--- src/rtl/uart_host_ctrl_pkg.sv ---
// uart_host_pkg: shared constants for the uart_16750 host controller.
//   - uart_16750 register addresses and LSR bit positions
//   - fixed init values (DLAB set, loopback MCR)
//   - controller state and bus-phase encodings
//   - bus_access_t plus wr_acc/rd_acc helpers to describe one register access
package uart_host_pkg;

  localparam logic [2:0] ADDR_RBR = 3'd0;
  localparam logic [2:0] ADDR_THR = 3'd0;
  localparam logic [2:0] ADDR_DLL = 3'd0;
  localparam logic [2:0] ADDR_IER = 3'd1;
  localparam logic [2:0] ADDR_DLM = 3'd1;
  localparam logic [2:0] ADDR_FCR = 3'd2;
  localparam logic [2:0] ADDR_LCR = 3'd3;
  localparam logic [2:0] ADDR_MCR = 3'd4;
  localparam logic [2:0] ADDR_LSR = 3'd5;

  localparam int LSR_DR   = 0;
  localparam int LSR_OE   = 1;
  localparam int LSR_THRE = 5;

  localparam logic [7:0] LCR_DLAB_SET = 8'h83;
  localparam logic [7:0] MCR_LOOP     = 8'h10;

  // Controller states; each state names the register access it performs.
  localparam logic [3:0] ST_INIT_LCR_DLAB = 4'd0;
  localparam logic [3:0] ST_INIT_DLL      = 4'd1;
  localparam logic [3:0] ST_INIT_DLM      = 4'd2;
  localparam logic [3:0] ST_INIT_LCR      = 4'd3;
  localparam logic [3:0] ST_INIT_FCR      = 4'd4;
  localparam logic [3:0] ST_INIT_IER      = 4'd5;
  localparam logic [3:0] ST_INIT_MCR      = 4'd6;
  localparam logic [3:0] ST_POLL_LSR      = 4'd7;
  localparam logic [3:0] ST_RD_RBR        = 4'd8;
  localparam logic [3:0] ST_WR_THR        = 4'd9;

  // Bus-cycle phases.
  localparam logic [1:0] PH_IDLE    = 2'd0;
  localparam logic [1:0] PH_SETUP   = 2'd1;
  localparam logic [1:0] PH_STROBE  = 2'd2;
  localparam logic [1:0] PH_RELEASE = 2'd3;

  typedef struct packed {
    logic       write;
    logic [2:0] addr;
    logic [7:0] wdata;
  } bus_access_t;

  function automatic bus_access_t wr_acc(input logic [2:0] a, input logic [7:0] d);
    bus_access_t r;
    r.write = 1'b1;
    r.addr  = a;
    r.wdata = d;
    return r;
  endfunction

  function automatic bus_access_t rd_acc(input logic [2:0] a);
    bus_access_t r;
    r.write = 1'b0;
    r.addr  = a;
    r.wdata = 8'h00;
    return r;
  endfunction

endpackage

--- src/rtl/uart_host_ctrl_if.sv ---
// uart_host_ctrl_if: uart_16750 8-bit CPU port.
//   uart_cs/uart_wr/uart_rd  chip select and strobes (host -> UART)
//   uart_addr[2:0]           register address
//   uart_din[7:0]            write data (host -> UART)
//   uart_dout[7:0]           read data (UART -> host)
// master modport is the host controller side, slave modport the UART side.
interface uart_host_ctrl_if;
  logic       uart_cs;
  logic       uart_wr;
  logic       uart_rd;
  logic [2:0] uart_addr;
  logic [7:0] uart_din;
  logic [7:0] uart_dout;

  modport master (output uart_cs, output uart_wr, output uart_rd,
                  output uart_addr, output uart_din, input uart_dout);
  modport slave  (input uart_cs, input uart_wr, input uart_rd,
                  input uart_addr, input uart_din, output uart_dout);
endinterface

--- src/rtl/uart_host_ctrl_bus_cycle.sv ---
// uart_bus_cycle: three-phase register access engine for the uart_16750 port.
//   start/is_write/addr/wdata  next access, accepted when idle or in RELEASE
//   rdata                      uart_dout captured on the edge ending STROBE
//   done                       high during RELEASE
//   strobe                     high during STROBE (uart_dout is being sampled)
//   bus                        uart_host_ctrl_if master modport (all pins registered)
// Phases: SETUP (cs, addr/din valid) -> STROBE (wr or rd) -> RELEASE (all low).
// A new access may start from RELEASE, so back-to-back accesses take 3 cycles.
module uart_bus_cycle
  import uart_host_pkg::*;
(
  input  logic       clk,
  input  logic       rst,
  input  logic       start,
  input  logic       is_write,
  input  logic [2:0] addr,
  input  logic [7:0] wdata,
  output logic [7:0] rdata,
  output logic       done,
  output logic       strobe,
  uart_host_ctrl_if.master bus
);

  logic [1:0] phase_q, phase_d;
  logic       cs_q, cs_d, wr_q, wr_d, rd_q, rd_d, is_wr_q, is_wr_d;
  logic [2:0] addr_q, addr_d;
  logic [7:0] din_q, din_d, rdata_q, rdata_d;

  always_comb begin
    phase_d = phase_q;
    cs_d    = cs_q;
    wr_d    = wr_q;
    rd_d    = rd_q;
    is_wr_d = is_wr_q;
    addr_d  = addr_q;
    din_d   = din_q;
    rdata_d = rdata_q;
    case (phase_q)
      PH_SETUP: begin
        phase_d = PH_STROBE;
        wr_d    = is_wr_q;
        rd_d    = ~is_wr_q;
      end
      PH_STROBE: begin
        phase_d = PH_RELEASE;
        cs_d    = 1'b0;
        wr_d    = 1'b0;
        rd_d    = 1'b0;
        rdata_d = bus.uart_dout;
      end
      default: begin
        if (start) begin
          phase_d = PH_SETUP;
          cs_d    = 1'b1;
          is_wr_d = is_write;
          addr_d  = addr;
          din_d   = wdata;
        end else begin
          phase_d = PH_IDLE;
        end
      end
    endcase
  end

  always_ff @(posedge clk) begin
    if (rst) begin
      phase_q <= PH_IDLE;
      cs_q    <= 1'b0;
      wr_q    <= 1'b0;
      rd_q    <= 1'b0;
      is_wr_q <= 1'b0;
      addr_q  <= 3'd0;
      din_q   <= 8'h00;
      rdata_q <= 8'h00;
    end else begin
      phase_q <= phase_d;
      cs_q    <= cs_d;
      wr_q    <= wr_d;
      rd_q    <= rd_d;
      is_wr_q <= is_wr_d;
      addr_q  <= addr_d;
      din_q   <= din_d;
      rdata_q <= rdata_d;
    end
  end

  assign bus.uart_cs   = cs_q;
  assign bus.uart_wr   = wr_q;
  assign bus.uart_rd   = rd_q;
  assign bus.uart_addr = addr_q;
  assign bus.uart_din  = din_q;
  assign rdata         = rdata_q;
  assign done          = (phase_q == PH_RELEASE);
  assign strobe        = (phase_q == PH_STROBE);

endmodule

--- src/rtl/uart_host_ctrl.sv ---
// uart_host_ctrl: register-bus master for uart_16750.
//   clk, rst           UART-domain clock, synchronous active-high reset
//   bus                uart_host_ctrl_if master (cs/wr/rd/addr/din/dout)
//   tx_data/valid/ready  byte stream into the UART transmitter
//   rx_data/valid/ready  byte stream out of the UART receiver
//   init_done          init sequence finished (sticky until reset)
//   lsr_err            sticky OR of LSR OE/PE/FE/BI
// After reset it writes baud divisor, line format, FCR and IER, then polls LSR
// and moves at most one byte per poll, alternating RX/TX when both can go.
// Build option UART_HOST_CTRL_LOOPBACK_EN: add an MCR write enabling loopback.
module uart_host_ctrl
  import uart_host_pkg::*;
#(
  parameter logic [15:0] DIVISOR = 16'd17,
  parameter logic [7:0]  LCR_VAL = 8'h03,
  parameter logic [7:0]  FCR_VAL = 8'h81,
  parameter logic [7:0]  IER_VAL = 8'h00
) (
  input  logic       clk,
  input  logic       rst,
  uart_host_ctrl_if.master bus,
  input  logic [7:0] tx_data,
  input  logic       tx_valid,
  output logic       tx_ready,
  output logic [7:0] rx_data,
  output logic       rx_valid,
  input  logic       rx_ready,
  output logic       init_done,
  output logic       lsr_err
);

`ifdef UART_HOST_CTRL_LOOPBACK_EN
  localparam logic [3:0] LAST_INIT = ST_INIT_MCR;
`else
  localparam logic [3:0] LAST_INIT = ST_INIT_IER;
`endif

  logic [3:0]  state_q, state_d;
  logic        rr_q, rr_d;            // 1: last data access was RX
  logic [7:0]  rx_data_q, rx_data_d;
  logic        rx_valid_q, rx_valid_d, lsr_err_q, lsr_err_d, init_done_q, init_done_d;
  logic        done, strobe, rx_elig, tx_elig, tx_ready_c;
  logic [7:0]  rdata;
  bus_access_t acc;

  // State advance happens in RELEASE so the next access launches with no gap.
  always_comb begin
    state_d    = state_q;
    rr_d       = rr_q;
    tx_ready_c = 1'b0;
    rx_elig    = rdata[LSR_DR] & ~rx_valid_q;
    tx_elig    = rdata[LSR_THRE] & tx_valid;
    if (done) begin
      case (state_q)
        ST_INIT_LCR_DLAB: state_d = ST_INIT_DLL;
        ST_INIT_DLL:      state_d = ST_INIT_DLM;
        ST_INIT_DLM:      state_d = ST_INIT_LCR;
        ST_INIT_LCR:      state_d = ST_INIT_FCR;
        ST_INIT_FCR:      state_d = ST_INIT_IER;
`ifdef UART_HOST_CTRL_LOOPBACK_EN
        ST_INIT_IER:      state_d = ST_INIT_MCR;
`endif
        ST_POLL_LSR: begin
          if (rx_elig && (!tx_elig || !rr_q)) begin
            state_d = ST_RD_RBR;
            rr_d    = 1'b1;
          end else if (tx_elig) begin
            state_d    = ST_WR_THR;
            rr_d       = 1'b0;
            tx_ready_c = 1'b1;
          end else begin
            state_d = ST_POLL_LSR;
          end
        end
        default:          state_d = ST_POLL_LSR;
      endcase
    end
  end

  // The access launched is always the one for state_d; tx_data is only
  // consumed in the cycle WR_THR is entered, which is the tx_ready cycle.
  always_comb begin
    case (state_d)
      ST_INIT_LCR_DLAB: acc = wr_acc(ADDR_LCR, LCR_DLAB_SET);
      ST_INIT_DLL:      acc = wr_acc(ADDR_DLL, DIVISOR[7:0]);
      ST_INIT_DLM:      acc = wr_acc(ADDR_DLM, DIVISOR[15:8]);
      ST_INIT_LCR:      acc = wr_acc(ADDR_LCR, LCR_VAL);
      ST_INIT_FCR:      acc = wr_acc(ADDR_FCR, FCR_VAL);
      ST_INIT_IER:      acc = wr_acc(ADDR_IER, IER_VAL);
      ST_INIT_MCR:      acc = wr_acc(ADDR_MCR, MCR_LOOP);
      ST_RD_RBR:        acc = rd_acc(ADDR_RBR);
      ST_WR_THR:        acc = wr_acc(ADDR_THR, tx_data);
      default:          acc = rd_acc(ADDR_LSR);
    endcase
  end

  // Data-side registers update on the STROBE->RELEASE edge, alongside rdata.
  always_comb begin
    rx_data_d   = rx_data_q;
    rx_valid_d  = rx_valid_q;
    lsr_err_d   = lsr_err_q;
    init_done_d = init_done_q;
    if (rx_valid_q && rx_ready) rx_valid_d = 1'b0;
    if (strobe) begin
      if (state_q == ST_POLL_LSR) lsr_err_d = lsr_err_q | (|bus.uart_dout[4:LSR_OE]);
      if (state_q == ST_RD_RBR) begin
        rx_data_d  = bus.uart_dout;
        rx_valid_d = 1'b1;
      end
      if (state_q == LAST_INIT) init_done_d = 1'b1;
    end
  end

  always_ff @(posedge clk) begin
    if (rst) begin
      state_q     <= ST_INIT_LCR_DLAB;
      rr_q        <= 1'b0;
      rx_data_q   <= 8'h00;
      rx_valid_q  <= 1'b0;
      lsr_err_q   <= 1'b0;
      init_done_q <= 1'b0;
    end else begin
      state_q     <= state_d;
      rr_q        <= rr_d;
      rx_data_q   <= rx_data_d;
      rx_valid_q  <= rx_valid_d;
      lsr_err_q   <= lsr_err_d;
      init_done_q <= init_done_d;
    end
  end

  // The controller always has a next access queued, so start is constant.
  uart_bus_cycle u_bus_cycle (
    .clk      (clk),
    .rst      (rst),
    .start    (1'b1),
    .is_write (acc.write),
    .addr     (acc.addr),
    .wdata    (acc.wdata),
    .rdata    (rdata),
    .done     (done),
    .strobe   (strobe),
    .bus      (bus)
  );

  assign tx_ready  = tx_ready_c;
  assign rx_data   = rx_data_q;
  assign rx_valid  = rx_valid_q;
  assign lsr_err   = lsr_err_q;
  assign init_done = init_done_q;

endmodule

--- src/flat_wrapper.sv ---
// flat-port wrapper written by rule: the top's interface ports become plain ports
module uart_host_ctrl_flat import uart_host_pkg::*;
#(
  parameter logic [15:0] DIVISOR = 16'd17,
  parameter logic [7:0]  LCR_VAL = 8'h03,
  parameter logic [7:0]  FCR_VAL = 8'h81,
  parameter logic [7:0]  IER_VAL = 8'h00
)
  (clk, rst, tx_data, tx_valid, tx_ready, rx_data, rx_valid, rx_ready, init_done, lsr_err, bus_uart_cs, bus_uart_wr, bus_uart_rd, bus_uart_addr, bus_uart_din, bus_uart_dout);
  uart_host_ctrl_if bus_i ();
  input  logic clk;
  input  logic rst;
  input  logic [7:0] tx_data;
  input  logic tx_valid;
  output logic tx_ready;
  output logic [7:0] rx_data;
  output logic rx_valid;
  input  logic rx_ready;
  output logic init_done;
  output logic lsr_err;
  output wire logic [$bits(bus_i.uart_cs)-1:0] bus_uart_cs;
  output wire logic [$bits(bus_i.uart_wr)-1:0] bus_uart_wr;
  output wire logic [$bits(bus_i.uart_rd)-1:0] bus_uart_rd;
  output wire logic [$bits(bus_i.uart_addr)-1:0] bus_uart_addr;
  output wire logic [$bits(bus_i.uart_din)-1:0] bus_uart_din;
  input wire logic [$bits(bus_i.uart_dout)-1:0] bus_uart_dout;
  assign bus_uart_cs = bus_i.uart_cs;
  assign bus_uart_wr = bus_i.uart_wr;
  assign bus_uart_rd = bus_i.uart_rd;
  assign bus_uart_addr = bus_i.uart_addr;
  assign bus_uart_din = bus_i.uart_din;
  assign bus_i.uart_dout = bus_uart_dout;
  uart_host_ctrl #(.DIVISOR(DIVISOR), .LCR_VAL(LCR_VAL), .FCR_VAL(FCR_VAL), .IER_VAL(IER_VAL)) u_core (.clk(clk), .rst(rst), .bus(bus_i), .tx_data(tx_data), .tx_valid(tx_valid), .tx_ready(tx_ready), .rx_data(rx_data), .rx_valid(rx_valid), .rx_ready(rx_ready), .init_done(init_done), .lsr_err(lsr_err));
endmodule
--- config.mk ---
export PLATFORM = sky130hd
export DESIGN_NAME = uart_host_ctrl_flat
export DESIGN_NICKNAME = d
export VERILOG_FILES = /design/src/rtl/uart_host_ctrl_pkg.sv /design/src/rtl/uart_host_ctrl_if.sv /design/src/rtl/uart_host_ctrl_bus_cycle.sv /design/src/rtl/uart_host_ctrl.sv /design/src/flat_wrapper.sv
export SDC_FILE = /design/constraint.sdc
export NUM_CORES = 1
export LEC_CHECK = 0
export ABC_AREA = 1
export BUFFER_PORTS_ARGS = -buffer_cell sky130_fd_sc_hd__buf_2
export CORE_UTILIZATION = 45
export DETAILED_ROUTE_END_ITERATION = 10
export GPL_TIMING_DRIVEN = 0
export PLACE_DENSITY = 0.81
export SLEW_MARGIN = 20
export SYNTH_ARGS = -nofsm -noshare
export SYNTH_HDL_FRONTEND = slang
export SYNTH_SLANG_ARGS = --single-unit
export TNS_END_PERCENT = 10
--- constraint.sdc ---
create_clock -name clk -period 1.7 [get_ports clk]
set_clock_uncertainty 0.1 [all_clocks]
set_input_delay 0.085 -clock clk [delete_from_list [all_inputs] [get_ports clk]]
set_output_delay 0.085 -clock clk [all_outputs]
set_load 0.02 [all_outputs]
==> impl_results.md <==
- Run status: finished, violations left
- Failing checks: negative setup slack
- Most common library cells after synthesis: nand2_1, nor2_1, dfxtp_1, inv_1, nand3_1
- Antenna Cells: 0
- GRT Total Usage: 0.246
- P_sw: 709 uW
- Clock root cell: clkbuf_4
- Core area: 0.00342 mm2
- Largest net degree at the start of global routing: 13
- CP Capture Type: flip-flop
- Iter 0 DRT Violations: 133
- GRT Residual Overflow: 0
- Post-route clock period utilization: 1.09
- Avg Cell Area, Syn: 7.06 um2
- TritonCTS buffer count: 5
- Startpoint types: flip-flop
- Total Wirelength: 5600 um
- Switching Fraction: 0.333
- R2R cell count: 12
- Total die area: 0.00387 mm2
- Area growth, synth to finish: 58.0%
- Pre-antenna DRT Iters: 5
- Via count: 1943
- Seq/Total Area, Yosys: 0.429
- Slew of the pin with the lowest slew margin: 0.527 ns
- WL/cell: 15.1 um
- Leading area contributor after synthesis: dfxtp_1
- Initial core utilization: 0.478
- Fillers: 241
- Clk Latency, worst-skew pair: 0.35 ns
- Synth unique cells: 28
- Crit path kind: flip-flop to flip-flop
- Vias in the first global route: 1696
- Count of input and output buffers: 44
- Peak Freq: 540 MHz
- Die Ht: 62.2 um
- CP Max Fanout: 5
- Die X: 62.2 um
- Post-Syn Nets: 254
- CTS tree: built
- First-pass GRT wire length: 7400 um
- Reg2reg start: u_core.state_q[3]$_SDFF_PP0_
- Max-Cap Viols: 0
- HP Class: primary input to flip-flop
- WP data arrival: 2.06 ns
- Num ports: 46
- Final worst-path setup slack: -0.152 ns
- Via density: 5.25
- Residual DRC count: 0
- #FFs+latches synth: 35
- Count leader, synth: nand2_1
- Reg-to-reg endpoint: u_core.u_bus_cycle.bus.uart_din[4]$_SDFFE_PP0N_
- Share of layout cells above drive strength 1: 0.410
- Gpl congestion: 0.849
- Prevailing post-synth register cell: dfxtp_1
- Final #Nets: 346
- Worst endpoint required time: 1.91 ns
- Clock-pin slew on the worst setup and hold paths: 0.12 ns
- Final core utilization: 0.755
- CTS sink cnt: 35
- Synth top area share: 0.429
- Setup TNS: -1.29 ns
- Worst Hold Path Cells: 2
- Clock power share: 0.289
- HPWL after detailed placement: 2670 um
- Max IR drop VDD: 0.789 mV
- Number of synthesized flops with an enable pin: 0
- Max Root-Sink Buffers: 2
- RSZ-0062 raised after global routing: true
- Rows: 21
- Rel. slew slack: 0.648
- Ys async rst share: 0
- WHS Endpoint: u_core.u_bus_cycle.bus.uart_rd$_SDFFE_PP0P_
- Gate power share: 0.275
- Top cells by area, synth: dfxtp_1, nand2_1, nor2_1
- Post-Layout Cell Count: 370
- Place WS: -0.129 ns
- Part of the power in registers: 0.437
- Detail Route Antenna Nets: 0
- Syn. warnings: 0
- Fin crit period: 1.85 ns
- Leak: 0.00125 uW
- Placed Cells: 321
- H-Tree Depth: 2
- P_int: 1420 uW
- Final hold vios: 0
- Cell Area, Synth: 0.00163 mm2
- Hold Crit Start: rst
- Pins Over Slew Limit: 0
- Total Power: 2130 uW
- # setup viols final: 12
- Power Dens Cells: 827 mW/mm2
- Antenna violations before repair: 0
- FF-to-FF setup slack: -0.15 ns
- Post-Syn Instances: 231
-- worst max-delay path, cell delays in order (launching register included) --
cell     delay (ns)
dfxtp_4        0.39
inv_1          0.08
nand2_1        0.09
nor2_2         0.13
nand2_1        0.09
nand3_2        0.09
nand2_2        0.09
buf_4          0.14
nor2_1         0.15
nand3_1        0.18
nand2_1        0.12
nor2_1         0.05
o21ai_1        0.11
-- cell type report --
class / count / area [um2] / area share
timing repair buffer: 85 / 584 / 0.227
inverter: 27 / 109 / 0.0422
clock inverter: 3 / 43.8 / 0.0170
sequential: 35 / 718 / 0.279
buffer: 5 / 27.5 / 0.0107
tap: 46 / 57.6 / 0.0223
multi-input combinational: 164 / 1000 / 0.388
clock buffer: 5 / 37.5 / 0.0146
-- cell usage in the layout (no fill, tap or decap), drive strengths merged --
master	synthesis	layout
clkbuf	3	8
nor3	3	3
o21a	1	1
nand2	59	59
dlygate4sd3	0	17
inv	26	27
o41ai	1	1
nor2	49	49
bufinv	0	1
buf	2	70
ha	3	3
a21oi	6	6
o21ai	15	15
nand3	20	20
o211ai	1	1
nor4	2	2
dfxtp	35	35
nand4	3	3
or2	1	1
clkinv	1	2
-- routing by layer --
layer,share of wire,global-route usage,vias to the layer above
met5,0,0,-
met2,0.49,0.418,117
met3,0.097,0.0754,22
met1,0.37,0.286,888
met4,0.039,0.0988,0
li1,-,-,916
-- timing repair --
action                                 CTS  global route
gates resized for setup                 26            36
endpoints found under the hold margin   19             0
pin swaps                                7            26
gates cloned                             0             0
buffers inserted                        10            14
setup endpoints to repair               18            24
hold buffers                            17             0
-- stage by stage --
step	hold WS [ns]	area, um2
after floorplan	0.116	1640
after global placement	0.200	1910
after detailed placement	0.207	1910
after CTS	0.0307	2330
after global routing	0.112	2580
final	0.0718	2580
-- power by group through the flow --
stage	clock network, uW	logic (uW)	registers, uW
final	615	585	930
after global routing	659	627	937
after CTS	616	472	926
after detailed placement	0	405	938
after global placement	0	399	937
after floorplan	0	228	994
-- worst max path at each step --
stage / end / start
global placement: u_core.u_bus_cycle.bus.uart_din[0]$_SDFFE_PP0N_ / u_core.u_bus_cycle.phase_q[1]$_SDFF_PP0_
detailed placement: u_core.u_bus_cycle.bus.uart_din[0]$_SDFFE_PP0N_ / u_core.u_bus_cycle.phase_q[1]$_SDFF_PP0_
finish: u_core.u_bus_cycle.bus.uart_din[4]$_SDFFE_PP0N_ / u_core.state_q[3]$_SDFF_PP0_
global route: u_core.u_bus_cycle.bus.uart_din[4]$_SDFFE_PP0N_ / u_core.state_q[3]$_SDFF_PP0_
CTS: u_core.u_bus_cycle.bus.uart_din[0]$_SDFFE_PP0N_ / u_core.u_bus_cycle.phase_q[1]$_SDFF_PP0_
floorplan: u_core.u_bus_cycle.bus.uart_din[0]$_SDFFE_PP0N_ / u_core.u_bus_cycle.phase_q[0]$_SDFF_PP0_
-- cells by family (layout without fill, tap and decap cells) --
kind of cell    after synthesis  in the layout  share of synthesized area
buf+inv                      32            125                     0.0767
fa+ha+maj                     3              3                     0.0230
flops                        35             35                      0.429
compound gates               24             24                     0.0813
simple gates                137            137                      0.390
-- registers in the layout, indices dropped and copies added, names as in the netlist, 2 cells and up --
register,cells
u_core.u_bus_cycle.bus.uart_addr,3
u_core.u_bus_cycle.phase_q,2
u_core.u_bus_cycle.bus.uart_din,8
u_core.u_bus_cycle.rdata,2
u_core.rx_data,8
u_core.state_q,4
Power figures use the tool's default switching activity.
